--- src/rtl/dec_lut_gate.sv ---
// Programmable N_IN-input gate: one-hot decode of in_data picks one bit of a
// 2^N_IN-entry truth table that can be reloaded serially. Optional readback under CFG_READBACK_EN.
module dec_lut_gate #(
   parameter int N_IN       = 2,
   parameter int RESET_MODE = 0
) (
   input  logic                 clk,
   input  logic                 rst_n,
   input  logic                 cfg_start,
   input  logic                 cfg_bit,
   input  logic                 cfg_bit_vld,
   output logic                 cfg_busy,
   output logic                 cfg_done,
`ifdef CFG_READBACK_EN
   output logic                 cfg_rd_bit,
`endif
   input  logic                 in_vld,
   input  logic [N_IN-1:0]      in_data,
   output logic                 in_rdy,
   output logic [(1<<N_IN)-1:0] onehot_o,
   output logic                 out_vld,
   output logic                 out_data
);

   localparam int D  = 1 << N_IN;
   localparam int CW = $clog2(D) + 1;

   function automatic logic [D-1:0] reset_tbl();
      logic [D-1:0] t;
      t = '0;
      for (int k = 0; k < D; k++) begin
         case (RESET_MODE)
            0:       t[k] = (k != D-1);
            1:       t[k] = (k == 0);
            2:       t[k] = (k == D-1);
            3:       t[k] = (k != 0);
            4:       t[k] = ^k;
            default: t[k] = 1'b0;
         endcase
      end
      return t;
   endfunction

   localparam logic [D-1:0] RST_TBL = reset_tbl();

   typedef enum logic {RUN, LOAD} state_t;

   state_t         state, state_nxt;
   logic [CW-1:0]  cnt;
   logic [D-1:0]   shadow, shadow_nxt, tbl;
   logic           accept, last, xfer;
   logic [1:0]     vld_pipe;

   assign accept = (state == LOAD) && cfg_bit_vld;
   assign last   = accept && (cnt == CW'(D-1));
   assign xfer   = in_vld && in_rdy;

   always_ff @(posedge clk or negedge rst_n) begin
      if (!rst_n) state <= RUN;
      else        state <= state_nxt;
   end

   always_comb begin
      state_nxt = state;
      case (state)
         RUN:     if (cfg_start) state_nxt = LOAD;
         LOAD:    if (last)      state_nxt = RUN;
         default: state_nxt = RUN;
      endcase
   end

   always_comb begin
      in_rdy   = (state == RUN);
      cfg_busy = (state == LOAD);
   end

   // Commit includes the bit arriving on the final edge, so merge it here.
   always_comb begin
      shadow_nxt = shadow;
      if (accept) shadow_nxt[cnt[CW-2:0]] = cfg_bit;
   end

   always_ff @(posedge clk or negedge rst_n) begin
      if (!rst_n) begin
         cnt      <= '0;
         shadow   <= '0;
         tbl      <= RST_TBL;
         cfg_done <= 1'b0;
      end else begin
         cfg_done <= last;
         if (state == RUN && cfg_start) begin
            cnt <= '0;
         end else if (accept) begin
            shadow <= shadow_nxt;
            cnt    <= cnt + CW'(1);
         end
         if (last) tbl <= shadow_nxt;
      end
   end

`ifdef CFG_READBACK_EN
   always_ff @(posedge clk or negedge rst_n) begin
      if (!rst_n)      cfg_rd_bit <= 1'b0;
      else if (accept) cfg_rd_bit <= tbl[cnt[CW-2:0]];
   end
`endif

   // Stage 1 decodes, stage 2 evaluates against whatever table is active then.
   always_ff @(posedge clk or negedge rst_n) begin
      if (!rst_n) begin
         vld_pipe <= '0;
         onehot_o <= '0;
         out_data <= 1'b0;
      end else begin
         vld_pipe <= {vld_pipe[0], xfer};
         onehot_o <= xfer ? ({{(D-1){1'b0}}, 1'b1} << in_data) : '0;
         if (vld_pipe[0]) out_data <= |(onehot_o & tbl);
      end
   end

   assign out_vld = vld_pipe[1];

endmodule

--- config.mk ---
export PLATFORM = sky130hd
export DESIGN_NAME = dec_lut_gate
export DESIGN_NICKNAME = d
export VERILOG_FILES = /design/src/rtl/dec_lut_gate.sv
export SDC_FILE = /design/constraint.sdc
export NUM_CORES = 1
export LEC_CHECK = 0
export BUFFER_PORTS_ARGS = -buffer_cell sky130_fd_sc_hd__buf_4
export CAP_MARGIN = 10
export CORE_MARGIN = 10
export CORE_UTILIZATION = 56
export DETAILED_ROUTE_END_ITERATION = 6
export MAX_ROUTING_LAYER = met4
export PLACE_DENSITY = 0.8
export REMOVE_ABC_BUFFERS = 1
export SETUP_SLACK_MARGIN = 0.2
export SYNTH_ARGS = -nofsm -noshare
export SYNTH_HDL_FRONTEND = slang
export SYNTH_SLANG_ARGS = --single-unit
--- constraint.sdc ---
create_clock -name clk -period 4.2 [get_ports clk]
set_input_delay 0.21 -clock clk [delete_from_list [all_inputs] [get_ports clk]]
set_output_delay 0.21 -clock clk [all_outputs]
set_load 0.01 [all_outputs]
# Word-level counts from Yosys, hierarchy flattened
# Index checks and enable logic that the tools add are counted.
word_totals:
  register_bits: 20
  inputBits: 8
  out_inout_bits: 9
  wordCells: 34
op_classes:
  n_addsub: 1
  n_lt_le_gt_ge: 2
  n_eq_ne: 1
  shifts: 1
  mux: 10
  bitwise_logic: 3
  reduce_logical: 8
ops:
  columns: ["operator", "n"]
  rows:
  - ["$mux W4", 2]
  - ["$mux W3", 2]
  - ["$logic_and A1 B1 Y1", 5]
  - ["$and A4 B4 Y4", 1]
  - ["$bwmux W4", 1]
  - ["$reduce_or A4 Y1", 1]
  - ["$shl A1 B2 Y4 const A", 1]
  - ["$add A3 B1 Y3 const B", 1]
  - ["$eq A3 B2 Y1 const B", 1]
  - ["$lt A2 B3 Y1 const B", 1]
  - ["$mux W1", 3]
  - ["$demux W1 S2", 1]
  - ["$ge A2 B1 Y1 const B", 1]
  - ["$not A1 Y1", 2]
  - ["$pmux W1 S2", 1]
  - ["$reduce_and A2 Y1", 1]
  - ["$reduce_bool A2 Y1", 1]

# Logic depth before layout (Yosys ltp)
# Gate-level depths: netlist of run 1.
logic_depth:
  depth_word: 6
  depth_mapped: 5
  ltp_nobuf: 4

# Worst setup path after synthesis of run 1
# OpenSTA, ideal clock, no wires.
synth_path:
  path_kind: "reg2reg"
  startpoint: "register cnt[0]"
  endpoint: "register tbl[0]"
  setup_time_ps: 73
  t_arrival_ps: 1350
  required_time_ps: 4127
  slack_ps: 2777
  stages_incl_launch_ff: 6
  n_path_buf: 1
  period_less_slack_ps: 1423
  cell_sequence: "dfrtp_1 -> ha_1 -> ha_1 -> and3_2 -> clkbuf_1 -> a21oi_1"
synth_between:
  elab_cells_between_ends: 9
  classes_between: "order compare (2); eq/ne (1); mux (4); reduce/logical (2)"
synth_lines:
  columns: ["element", "line_no", "source"]
  rows:
  - ["start: declaration", "49", "logic [CW-1:0] cnt;"]
  - ["start signal: assignment", "95", "cnt <= cnt + CW'(1);"]
  - ["$eq A3 B2 Y1", "55", "assign last = accept && (cnt == CW'(D-1));"]
  - ["$logic_and A1 B1 Y1", "55", null]
  - ["via last", "51", "logic accept, last, xfer;"]
  - ["end signal: assignment", "97", "if (last) tbl <= shadow_nxt;"]
  - ["end: declaration", "50", "logic [D-1:0] shadow, shadow_nxt, tbl;"]
# The timed path passes the listed nets, and every way through them passes these cells.
# A chain may end at the register's enable or synchronous reset.

# Final worst setup path of run 1
layout_path:
  startpoint: "register state, in the netlist cfg_busy"
  endpoint: "output in_rdy"
layout_between:
  elab_chain_cells: 1
layout_rtl:
  columns: ["element", "line_no", "source"]
  rows:
  - ["start: declaration", "48", "state_t state, state_nxt;"]
  - ["start signal: assignment", "60", "else state <= state_nxt;"]
  - ["$not A1 Y1", null, null]
  - ["end: declaration", "19", "output logic in_rdy,"]
# Every way passes these cells.

==> out/metrics.cfg, run 1 <==
[synth]
netlist_area_sq_um = 915
syn_area_per_cell_sq_um = 12.7
ys_async_sr_fraction_pct = 100
synth-seq-cells = 20
synth_edf_count = 0
yosys-top-cells-area = dfrtp_1, dfstp_2, ha_1
ys.flop_type = dfrtp_1
synth_cells = 72
yosysWarnings = 0
yosys.cell_count.top_type = dfrtp_1
synthTopCellsByCount = dfrtp_1, a31oi_1, ha_1, mux2i_1
yosysSeqAreaShare_pct = 55.1
synth_cell_type_count = 27
yosys.area.top_type_share_pct = 46.5
synth_largest_area_cell = dfrtp_1

[critical_path]
required_ns = 3.99
cp-start-kind = register
criticalPathCategory = reg -> out
arrival_ns = 1.29
cp_max_fo = 15
rrSetupSlack_ns = 2.76
cp-end-kind = output pin

[floorplanning]
die-area_sq_um = 3650
core_sq_um = 1520
row_count = 14
start_util_pct = 60.0
ios = 17
die_w_microns = 60.4
die_h_microns = 60.4

[pwr]
p_leak_uw = 0.000541
peakVddDrop_mv = 0.431
powerDensity_nw_per_um2 = 677

[timing]
hold_violations = 0
fin_hold_ws_ns = 0.0622
period_needed_ns = 1.50
finalSetupTns_ns = 0
setup_viol = 0
fin_crit_sh_pct = 35.8
clock_skew_ns = 0.00337
rsz0062_at_grt = no
slew_viol_final = 0
tightestPinTransition_ns = 0.500
fmax_mhz = 665
maxSlewHeadroom_pct = 66.7

[clock_network]
cts_buffer_depth = 2
cts.sinks = 20
numCtsBuffers = 3
path_clk_slew_ns = 0.12
root_buffer = clkbuf_4
h-tree-depth = 1
worstSkewPairLatency_ns = 0.30
cts_tree = built
cts_resized = 0
cts_hold_buf = 1
post_cts_buffers = 0

[drt]
dr.pass1.iters = 4
avgRoutedWirePerCell_microns = 17.2
drc = 0
viasPerCell = 5.62
route.vias.total = 596
antenna_left = 0
drt-total-wl_microns = 1830
drtIter0Drc = 9

[grt]
grt_util_met3_pct = 3.34
antenna_found_initial = 0
grt-ovfl-total = 0
use_met2_pct = 15.9
grt.total_usage_pct = 11.5
met1_usage_pct = 15.6
grt_max_degree = 21
grt_pass1_wl_microns = 3100
grt-busiest-layer = met2
grt_pass1_vias = 627

[layout]
final_cell_area_sq_um = 1090
finalNetCount = 104
layout-drive-gt1-share_pct = 34.4
synthToLayoutAreaGrowth_pct = 19.3
diodes = 0

[status]
status = finished clean

[placed_design]
dpl_cell_area_sq_um = 1030
io_buffers = 16
dp_hpwl_microns = 1340
place.gp.congestion = 0.781

[worst_hold_path]
min_path_type = in -> reg

[flow_run]
cap_violations = 0

cells in the final DEF (no fill, tap or decap), types with 2 or more instances in the layout:
cell type / instances
a21oi_1: 4
a22oi_1: 2
a31oi_1: 5
and3b_1: 2
buf_4: 16
clkbuf_4: 3
dfrtp_1: 17
dfstp_2: 3
ha_1: 5
inv_1: 4
mux2_2: 2
mux2_4: 2
mux2i_1: 5
nand3_1: 2
nand3_2: 2
nor2_1: 3
area by class of cell:
class                           count  area (sq um)
Clock buffer                        3          22.5
Fill cell                         108           433
Multi-Input combinational cell     45           369
Tap cell                           16          20.0
Timing Repair Buffer               17           130
Sequential cell                    20           504
Clock inverter                      1          30.0
Inverter                            4          15.0
worst max-delay path: stages, from the launching register on:
cell and delay, ns:
dfrtp_1 0.67, inv_1 0.14, buf_4 0.18
metrics by stage:
stage	power [uW]	instances	setup slack, ns	utilization [%]
floorplan	494	69	2.87	-
global placement	567	101	2.82	67.5
detailed placement	579	101	2.76	67.5
CTS	741	106	2.72	71.6
global route	793	106	2.62	71.6
finish	738	106	2.70	71.6
sequential cells by signal (all words and copies together) (netlist names):
name and cells:
shadow 4, cfg_busy 1, out_data 1, tbl 4, cnt 3, cfg_done 1
onehot_o 4, vld_pipe 2
power by group:
part / switching, uW / leakage [uW] / internal (uW)
registers: 61.3 / 0.000244 / 272
logic: 114 / 0.000269 / 133
clock network: 62.2 / 0.0000279 / 96.4
total: 238 / 0.000541 / 501
path summary, 6_finish.rpt:
path | start | endpoint | cells after the start
max | cfg_busy | in_rdy | 2
min | in_data[1] | onehot_o[0] | 2
max reg2reg | cnt[0] | tbl[0] | 4
min reg2reg | vld_pipe[0] | vld_pipe[1] | 0
max in group asynchronous | rst_n | tbl[0] | 2
min in group asynchronous | rst_n | tbl[3] | 2
per-layer routing:
| layer | vias to the layer above | share of wire, % |
|---|---|---|
| li1 | 295 | - |
| met1 | 287 | 47 |
| met2 | 12 | 48 |
| met3 | 2 | 4.4 |
| met4 | 0 | 0.60 |
| met5 | - | 0 |
logic make-up after synthesis:
group                    Yosys count  share of synthesized area (%)
flip-flops                        20                           55.1
XOR/XNOR                           1                          0.958
adder cells (fa/ha/maj)            5                           6.84
multiplexers                       9                           11.2
buffers and inverters              7                           4.51
AND/OR/NAND/NOR                   16                           11.4
AO/OA/AOI/OAI                     14                           9.99
Note: power is estimated with default switching activity, not from simulation.
==> inputs of run 2 (changes only) <==
Settings changed: CORE_UTILIZATION 56 to 52, PLACE_DENSITY 0.8 to 0.75.
Clock period 4.2 ns to 1.4 ns, I/O delays scaled along.
==> out/metrics.cfg, run 2 (synthesis gave the netlist of run 1 again) <==
[placed_design]
io_buffers = 16  ; unchanged
place_ws_ns = 0.00571  ; -2.76 ns
place.gp.congestion = 0.798  ; +2.1%
dp_hpwl_microns = 1280  ; -4.6%

[flow_run]
cap_violations = 0  ; unchanged

[clock_network]
root_buffer = clkbuf_4
cts_buffer_depth = 2  ; unchanged
numCtsBuffers = 3  ; unchanged
h-tree-depth = 1  ; unchanged
path_clk_slew_ns = 0.12  ; about the same
cts.sinks = 20  ; unchanged
cts_tree = built
worstSkewPairLatency_ns = 0.31  ; about the same

[timing]
hold_violations = 0  ; unchanged
period_needed_ns = 1.27
clock_skew_ns = 0.0142  ; +0.0108 ns
maxSlewHeadroom_pct = 79.5  ; +13 points
fin_ws_ns = 0.125  ; -2.57 ns
setup_viol = 0  ; unchanged
fmax_mhz = 784
rsz0062_at_grt = yes
tightestPinTransition_ns = 0.307  ; -0.193 ns
slew_viol_final = 0  ; unchanged
fin_crit_sh_pct = 91.1
finalSetupTns_ns = 0  ; unchanged

[pwr]
powerDensity_nw_per_um2 = 2050  ; +200%
p_leak_uw = 0.000593  ; +9.7%
peakVddDrop_mv = 1.60  ; +270%

[critical_path]
cp-end-kind = register
arrival_ns = 1.49  ; +0.20 ns
cp_max_fo = 3  ; -12
criticalPathCategory = reg -> reg
rrSetupSlack_ns = 0.13  ; -2.63 ns
rr_endpoint = cnt[2]
required_ns = 1.61  ; -2.38 ns
worstReg2RegStart = cnt[0]
cp-start-kind = register
ff2ff_path_depth = 4  ; unchanged

[floorplanning]
start_util_pct = 54.1  ; -5.9 points
core_sq_um = 1690  ; +11%
die_h_microns = 61.9  ; +2.5%
die_w_microns = 61.9  ; +2.5%
ios = 17  ; unchanged
die-area_sq_um = 3840  ; +5.1%
row_count = 15  ; +1

[grt]
grt-ovfl-total = 0  ; unchanged
antenna_found_initial = 0  ; unchanged
grt_max_degree = 21  ; unchanged
grt_pass1_vias = 677  ; +8.0%
grt.total_usage_pct = 11.2  ; -0.27 points
grt_pass1_wl_microns = 3110  ; +0.42%

[worst_hold_path]
hp-start = in_vld
min_to = vld_pipe[0]
holdPathStages = 2  ; unchanged
min_path_type = in -> reg

[drt]
dr.pass1.iters = 4  ; unchanged
drc = 0  ; unchanged
drtIter0Drc = 11  ; +2
viasPerCell = 5.61  ; -0.22%
route.vias.total = 662  ; +11%
drt-total-wl_microns = 1990  ; +8.8%
antenna_left = 0  ; unchanged
avgRoutedWirePerCell_microns = 16.8  ; -2.3%

[status]
status = finished clean

[layout]
reg_top3 = onehot_o: 4 flops, shadow: 4 flops, tbl: 4 flops
final_cell_mix = buf_4, dfrtp_1, mux2i_1, a31oi_1, ha_4
finalNetCount = 115  ; +11%
synthToLayoutAreaGrowth_pct = 39.8
fillers = 105  ; -2.8%
diodes = 0  ; unchanged
layout-drive-gt1-share_pct = 53.5  ; +19 points
final_common_cell = buf_4

-- run 2: worst max-delay path, cell delays in order (launching register included) --
cell and delay, ns:
dfrtp_2 0.46, ha_4 0.18, ha_4 0.25, nand2_2 0.04
a32o_1 0.24
-- run 2: routing by layer --
layer,wire length (microns),global-route usage (%)
met5,0,-
met4,12,2.23
met3,92,4.67
met2,1010,17.8
met1,873,13.0
-- run 2: worst max path at each step --
stage	slack (ns)	end	depth (start not counted)	startpoint
after floorplan	0.07	cnt[2]	4	cnt[0]
after global placement	0.06	cnt[2]	4	cnt[0]
after detailed placement	0.006	tbl[0]	4	cnt[0]
after CTS	0.13	cnt[2]	4	cnt[1]
after global routing	0.1	cnt[2]	4	cnt[0]
final	0.13	cnt[2]	4	cnt[0]
-- run 2: report_power, final --
part / total (uW) / internal [uW] / switching (uW) / leakage (uW)
Clock: 469 / 290 / 180 / 0.0000279
Combinational: 1160 / 640 / 520 / 0.000322
Sequential: 993 / 821 / 172 / 0.000243
-- run 2: area by class of cell --
cell class,instances,area (sq um),area share (%)
Sequential cell,20,507,39.6
Multi-Input combinational cell,45,459,35.9
Timing Repair Buffer,28,224,17.5
Clock inverter,1,30.0,2.35
Clock buffer,3,22.5,1.76
Tap cell,17,21.3,1.66
Inverter,4,15.0,1.17
-- run 2: stage by stage --
| step | instances | utilization [%] | cell area (sq um) | power [uW] | hold WS [ns] |
|---|---|---|---|---|---|
| 2_1_floorplan | 69 | - | 888 | 1480 | -0.226 |
| 3_3_place_gp | 104 | 61.9 | 1040 | 1740 | -0.0417 |
| 3_5_place_dp | 104 | 61.9 | 1040 | 1770 | -0.0404 |
| 4_1_cts | 114 | 72.3 | 1220 | 2460 | 0.0525 |
| 5_1_grt | 118 | 75.7 | 1280 | 2800 | 0.0535 |
| 6_report | 118 | 75.7 | 1280 | 2620 | 0.0553 |
-- run 2: timing repair --
item | CTS | global route
setup endpoints to repair | 15 | 12
endpoints found under the hold margin | 22 | 0
pin swaps | 3 | 4
gates resized for setup | 16 | 7
hold buffers | 4 | 0
setup buffers | 2 | 4
